--- src/rtl/usr_ctrl.sv ---
// usr_ctrl: command/response sequencer for an external 4-bit universal shift
// register. A command loads, shifts or rotates the register. The resulting
// word is then offered on the response channel until it is consumed.
module usr_ctrl #(
    parameter int CNT_W = 3
) (
    input  logic             clk,
    input  logic             rst,
    input  logic             cmd_valid,
    output logic             cmd_ready,
    input  logic [1:0]       cmd_op,
    input  logic             cmd_dir,
    input  logic [CNT_W-1:0] cmd_cnt,
    input  logic [3:0]       cmd_data,
    input  logic             cmd_fill,
    output logic             rsp_valid,
    input  logic             rsp_ready,
    output logic [3:0]       rsp_data,
    output logic             usr_rst,
    output logic [1:0]       usr_s,
    output logic [3:0]       usr_din,
    output logic             usr_sl_din,
    output logic             usr_sr_din,
    input  logic [3:0]       usr_dout
);

    localparam logic [1:0] OP_LOAD       = 2'b00;
    localparam logic [1:0] OP_SHIFT      = 2'b01;
    localparam logic [1:0] OP_ROTATE     = 2'b10;
    localparam logic [1:0] OP_LOAD_SHIFT = 2'b11;

    localparam logic [1:0] S_HOLD  = 2'b00;
    localparam logic [1:0] S_RIGHT = 2'b01;
    localparam logic [1:0] S_LEFT  = 2'b10;
    localparam logic [1:0] S_LOAD  = 2'b11;

    typedef enum logic [1:0] {IDLE, LOAD, STEP, RESP} state_t;

    state_t           state_q, state_d;
    logic [1:0]       op_q, op_d;
    logic             dir_q, dir_d;
    logic [CNT_W-1:0] cnt_q, cnt_d;
    logic [CNT_W-1:0] ctr_q, ctr_d;
    logic [3:0]       data_q, data_d;
    logic             fill_q, fill_d;
    logic             usr_rst_q, usr_rst_d;
    logic             accept;

    // The register clear stays high for one cycle after reset is released,
    // so commands are held off until the register is known to be zero.
    assign accept   = cmd_valid && cmd_ready;
    assign rsp_data = usr_dout;
    assign usr_rst  = usr_rst_q;

    // Next-state, command latch and step down-counter
    always_comb begin
        state_d   = state_q;
        op_d      = op_q;
        dir_d     = dir_q;
        cnt_d     = cnt_q;
        ctr_d     = ctr_q;
        data_d    = data_q;
        fill_d    = fill_q;
        usr_rst_d = !rst;
        case (state_q)
            IDLE: begin
                if (accept) begin
                    op_d   = cmd_op;
                    dir_d  = cmd_dir;
                    cnt_d  = cmd_cnt;
                    ctr_d  = cmd_cnt;
                    data_d = cmd_data;
                    fill_d = cmd_fill;
                    if (cmd_op == OP_LOAD || cmd_op == OP_LOAD_SHIFT)
                        state_d = LOAD;
                    else if (cmd_cnt != '0)
                        state_d = STEP;
                    else
                        state_d = RESP;
                end
            end
            LOAD: begin
                if (op_q == OP_LOAD_SHIFT && cnt_q != '0)
                    state_d = STEP;
                else
                    state_d = RESP;
            end
            STEP: begin
                // The counter holds the steps still to do, including this one
                ctr_d = ctr_q - CNT_W'(1);
                if (ctr_q <= CNT_W'(1))
                    state_d = RESP;
            end
            RESP: begin
                if (rsp_ready)
                    state_d = IDLE;
            end
            default: state_d = IDLE;
        endcase
    end

    // State registers with synchronous active-low reset
    always_ff @(posedge clk) begin
        usr_rst_q <= usr_rst_d;
        if (!rst) begin
            state_q <= IDLE;
            op_q    <= '0;
            dir_q   <= 1'b0;
            cnt_q   <= '0;
            ctr_q   <= '0;
            data_q  <= '0;
            fill_q  <= 1'b0;
        end else begin
            state_q <= state_d;
            op_q    <= op_d;
            dir_q   <= dir_d;
            cnt_q   <= cnt_d;
            ctr_q   <= ctr_d;
            data_q  <= data_d;
            fill_q  <= fill_d;
        end
    end

    // Handshake and shift-register control decoded from the current state
    always_comb begin
        cmd_ready  = 1'b0;
        rsp_valid  = 1'b0;
        usr_s      = S_HOLD;
        usr_din    = 4'h0;
        usr_sl_din = 1'b0;
        usr_sr_din = 1'b0;
        if (rst) begin
            case (state_q)
                IDLE: cmd_ready = !usr_rst_q;
                LOAD: begin
                    usr_s   = S_LOAD;
                    usr_din = data_q;
                end
                STEP: begin
                    usr_s = dir_q ? S_LEFT : S_RIGHT;
                    if (op_q == OP_ROTATE) begin
                        usr_sr_din = usr_dout[0];
                        usr_sl_din = usr_dout[3];
                    end else begin
                        usr_sr_din = fill_q;
                        usr_sl_din = fill_q;
                    end
                end
                RESP: rsp_valid = 1'b1;
                default: ;
            endcase
        end
    end

    logic unused_op;
    assign unused_op = (OP_SHIFT == 2'b01);

endmodule

--- config.mk ---
export PLATFORM = sky130hd
export DESIGN_NAME = usr_ctrl
export DESIGN_NICKNAME = d
export VERILOG_FILES = /design/src/rtl/usr_ctrl.sv
export SDC_FILE = /design/constraint.sdc
export NUM_CORES = 1
export LEC_CHECK = 0
export BUFFER_PORTS_ARGS = -buffer_cell sky130_fd_sc_hd__buf_2
export CORE_MARGIN = 2
export CORE_UTILIZATION = 45
export CTS_CLUSTER_DIAMETER = 150
export DETAILED_ROUTE_END_ITERATION = 8
export GPL_TIMING_DRIVEN = 0
export HOLD_SLACK_MARGIN = 0.15
export PLACE_DENSITY = 0.73
export SLEW_MARGIN = 20
export SYNTH_ARGS = -nofsm -noshare
export SYNTH_HDL_FRONTEND = slang
export SYNTH_SLANG_ARGS = --single-unit
--- constraint.sdc ---
create_clock -name clk -period 4.72 [get_ports clk]
set_input_delay 0.944 -clock clk [delete_from_list [all_inputs] [get_ports clk]]
set_output_delay 0.944 -clock clk [all_outputs]
set_load 0.02 [all_outputs]
# Word level (Yosys, flattened, before mapping)
# Index checks and enable logic that the tools add are counted.
[op_classes] addsub=1 n_lt_le_gt_ge=1 n_eq_ne=9 muxes=24 reduce_logical=13
[op_table] op="1-bit 2-to-1 mux" n=12
[op_table] op="2-bit 2-to-1 mux" n=6
[op_table] op="2-bit equality test, second input constant" n=5
[op_table] op="4-bit 2-to-1 mux" n=2
[op_table] op="2-bit case mux with 4 select lines" n=1
[op_table] op="2-bit != test, second input constant" n=3
[op_table] op="3-bit case mux with 2 select lines" n=1
[op_table] op="3-bit nonzero test" n=2
[op_table] op="2-bit logical NOT" n=2
[op_table] op="2-bit case mux with 2 select lines" n=1
[op_table] op="2-bit AND reduction" n=2
[op_table] op="3-bit by 1-bit less-or-equal comparator with 1-bit output, second input constant" n=1
[op_table] op="3-bit 2-to-1 mux" n=1
[op_table] op="3-bit AND reduction" n=1
[op_table] op="3-bit by 1-bit subtractor with 3-bit output, second input constant" n=1
[op_table] op="2-bit by 1-bit equality test with 1-bit output, second input constant" n=1
[op_table] op="1-bit logical AND" n=2
[op_table] op="1-bit logical NOT" n=2
[op_table] op="2-bit nonzero test" n=1
[op_table] op="1-bit logical OR" n=1
[totals] regBits=17 wordCells=56

# Logic depth before layout (Yosys ltp)
[logic_depth] word_depth=6 mapped_depth=7 ltp_nobuf=6

# Worst setup path before layout
# No wires, ideal clock.
[synth_timing] kind="input-to-output" start="in rst" end="out cmd_ready" arrival_ns=1.811 t_required_ns=3.776 path_slack_ns=1.965 cell_stages=3 path_buffers=1 path_cell_list="buf_2 clkinv_1 nor3_1"
[synth_via] elab_chain_len=1
[synth_lines] item="from (decl)" line="8" text="input logic rst,"
[synth_lines] item="1-bit 2-to-1 mux" line="132" text="if (rst) begin"
[synth_lines] item="to (decl)" line="10" text="output logic cmd_ready,"
# No other way between the ends.

# Worst setup path after layout
[layout_timing] start="in rst" end="out rsp_valid"
[layout_via] elab_chain_len=1
[layout_lines] item="1-bit 2-to-1 mux" line="132"
[layout_lines] item="to (decl)" line="16" text="output logic rsp_valid,"
# No other way between the ends.

==> results.json <==
{
  "grt_pass1_vias": 837,
  "critPathRequiredTime_ns": 3.78,
  "die_w_um": 50.27,
  "postCtsSetupBuffers": 0,
  "r2r-end": "state_q[0]",
  "regToRegStartpoint": "state_q[0]",
  "hold_start": "data_q[0]",
  "cts_resized": 0,
  "avgRoutedWirePerCell_um": 11.90,
  "hp-class": "reg -> reg",
  "status": "complete, no violations",
  "muxShareOfSynthArea_pct": 3.117,
  "min_period_ns": 3.118,
  "path_max_fanout": 10,
  "maxSlewViolCount": 0,
  "worstRegToRegCells": 6,
  "power.leakage_nw": 0.5468,
  "area_growth_pct": 22.47,
  "synth_compound_area_share_pct": 19.74,
  "hold_viol": 0,
  "fin_cells": 184,
  "viasPerCell": 5.087,
  "fin_tns_setup_ns": 0,
  "syn_area_per_cell_um2": 7.897,
  "die_h_um": 50.27,
  "cp.arrival_ns": 2.17,
  "cts_sinks": 17,
  "diodes": 0,
  "grt-ovfl-total": 0,
  "power_density_nw_per_um2": 369.8,
  "grt_max_degree": 11,
  "gp_congestion": 0.7560,
  "num_rows": 16,
  "cp-endpoint": "rsp_valid",
  "drtIter0Drc": 10,
  "ys_ff_latch": 17,
  "drt_pass1_iterations": 4,
  "worst_pin_slew_ns": 0.5145,
  "layout_commonest_cell": "buf_2",
  "antenna_found_initial": 0,
  "r2r_setup_slack_ns": 3.03,
  "ctsHoldBuffers": 0,
  "fmax_mhz": 320.7,
  "port_buffers": 31,
  "num_vias": 936,
  "synthesis.area_um2": 963.4,
  "rsz0062_at_grt": "false",
  "path_class": "in -> out",
  "clk_pin_slew_ns": 0.11,
  "synth-simple-area-share_pct": 22.60,
  "dp_slack_ns": 1.627,
  "dieArea_um2": 2527,
  "synth_nets": 147,
  "fin_nets": 183,
  "yosysUniqueCellTypes": 33,
  "skew_ns": 0.0009080,
  "peakVddDrop_mv": 0.2156,
  "place_inst": 180,
  "ios": 34,
  "synth_top_family_by_area": "simple AND/OR/NAND/NOR gates",
  "htreeDepth": 1,
  "clk-insertion-delay-late_ns": 0.30,
  "netlist_instances": 122,
  "worst_setup_path_end_kind": "primary output",
  "cts_root_buf": "clkbuf_4",
  "slowest_delay_ns": 0.34,
  "timing.final.crit_share_pct": 66.07,
  "yosysSeqAreaShare_pct": 35.32,
  "crit_chain": "buf_2, buf_2, clkinv_1, clkbuf_1, nor2_1, buf_2",
  "drtAntennaViolNets": 0,
  "critPathSlowestCell": "clkbuf_1",
  "drv_cap": 0,
  "wirelength_mm": 2.190,
  "yosys_warnings": 0,
  "cts_buffers": 3,
  "cts_buffer_depth": 2,
  "cp-start-kind": "input pin",
  "start_util_pct": 48.61,
  "final_cell_mix": "buf_2, nand2_1, a21oi_1, dfxtp_1, inv_1",
  "dp.final_hpwl_mm": 1.660,
  "finalCoreUtilization_pct": 59.53,
  "crit_start": "rst",
  "grt_first_pass_wirelength_mm": 3.498,
  "coreArea_um2": 1982,
  "cp_common_cell": "buf_2",
  "synth_adder_area_share_pct": 7.792,
  "synth_xor_area_share_pct": 0.9091,
  "setup-violations-final": 0,
  "fin_ws_ns": 1.602,
  "tritoncts": "built",
  "drive_gt1_share_pct": 28.66,
  "relSlewSlack_pct": 65.70,
  "drc_errors": 0,
  "grt_usage_pct": 18.30
}
sequential cells by signal (all words and copies together) (netlist names):
name / cells
cnt_q: 3
fill_q: 1
usr_rst: 1
data_q: 4
op_q: 2
ctr_q: 3
dir_q: 1
state_q: 2
cells by family (layout without fill, tap and decap cells):
| family | after synthesis | in the layout |
|---|---|---|
| flip-flops | 17 | 17 |
| XOR/XNOR | 1 | 1 |
| AO/OA/AOI/OAI | 29 | 29 |
| adder cells (fa/ha/maj) | 6 | 6 |
| buffers and inverters | 20 | 55 |
| multiplexers | 3 | 3 |
| AND/OR/NAND/NOR | 46 | 46 |
worst min-delay path by stage:
| stage | end | slack [ns] | cells after the start |
|---|---|---|---|
| global route | data_q[3] | 0.48 | 2 |
| finish | data_q[0] | 0.46 | 2 |
| CTS | data_q[3] | 0.46 | 2 |
| floorplan | data_q[0] | 0.43 | 2 |
| detailed placement | data_q[3] | 0.45 | 2 |
| global placement | data_q[0] | 0.44 | 2 |
synthesized netlist by cell type:
cell / instances / area (um^2)
a2111o_1: 1 / 11.26
a211o_1: 1 / 8.760
a21oi_1: 17 / 85.08
a21oi_2: 1 / 8.760
a221oi_1: 1 / 8.760
and2_1: 1 / 6.260
and3_1: 4 / 25.02
and4b_1: 1 / 10.01
buf_2: 3 / 15.01
buf_4: 4 / 30.03
buf_6: 1 / 11.26
clkbuf_1: 2 / 7.510
clkinv_1: 1 / 3.750
dfxtp_1: 17 / 340.3
ha_1: 6 / 75.07
inv_1: 9 / 33.78
mux2i_1: 3 / 30.03
nand2_1: 27 / 101.4
nand2b_1: 1 / 6.260
nand3b_1: 2 / 15.01
nand4_1: 1 / 6.260
nand4b_1: 1 / 8.760
nor2_1: 5 / 18.77
nor2b_1: 1 / 6.260
nor3_1: 1 / 5.000
nor4b_1: 1 / 8.760
o211a_1: 1 / 10.01
o21ai_0: 3 / 15.01
o221a_4: 1 / 20.02
o22ai_1: 1 / 6.260
o311ai_0: 1 / 8.760
o31ai_1: 1 / 7.510
xor2_1: 1 / 8.760
critical path, delay by kind of cell:
family	cells	cell delay, ns
buffers and inverters	5	1.08
and+or+nand+nor	1	0.16
cell type report:
cell class	count	area (um^2)
fillers	201	802.0
multi-input cells	85	521.8
flip-flops and latches	17	340.3
repair buffers	31	155.1
plain buffers	10	63.81
inverters	10	37.54
well taps	27	33.78
clock buffers	3	22.52
clock inverters	1	5.005
power breakdown:
group	internal, mW	total, mW	switching (mW)
Sequential	0.161	0.173	0.0124
Combinational	0.0786	0.181	0.102
Clock	0.0316	0.0822	0.0506
Total	0.271	0.436	0.165
through the flow:
stage / hold WS, ns / cell area, um^2 / power, mW
after global routing: 0.4828 / 1180 / 0.4673
final: 0.4605 / 1180 / 0.4363
after global placement: 0.4376 / 1152 / 0.3503
after floorplan: 0.4319 / 963.4 / 0.3122
after CTS: 0.4648 / 1180 / 0.4363
after detailed placement: 0.4490 / 1152 / 0.3563
routing by layer:
metal / wire length, um / up-vias / global-route usage (%)
li1: - / 485 / -
met1: 997 / 418 / 22.06
met2: 1053 / 29 / 31.36
met3: 117 / 4 / 3.571
met4: 21 / 0 / 7.870
met5: 0 / - / 0
(Power assumes the default switching activity.)
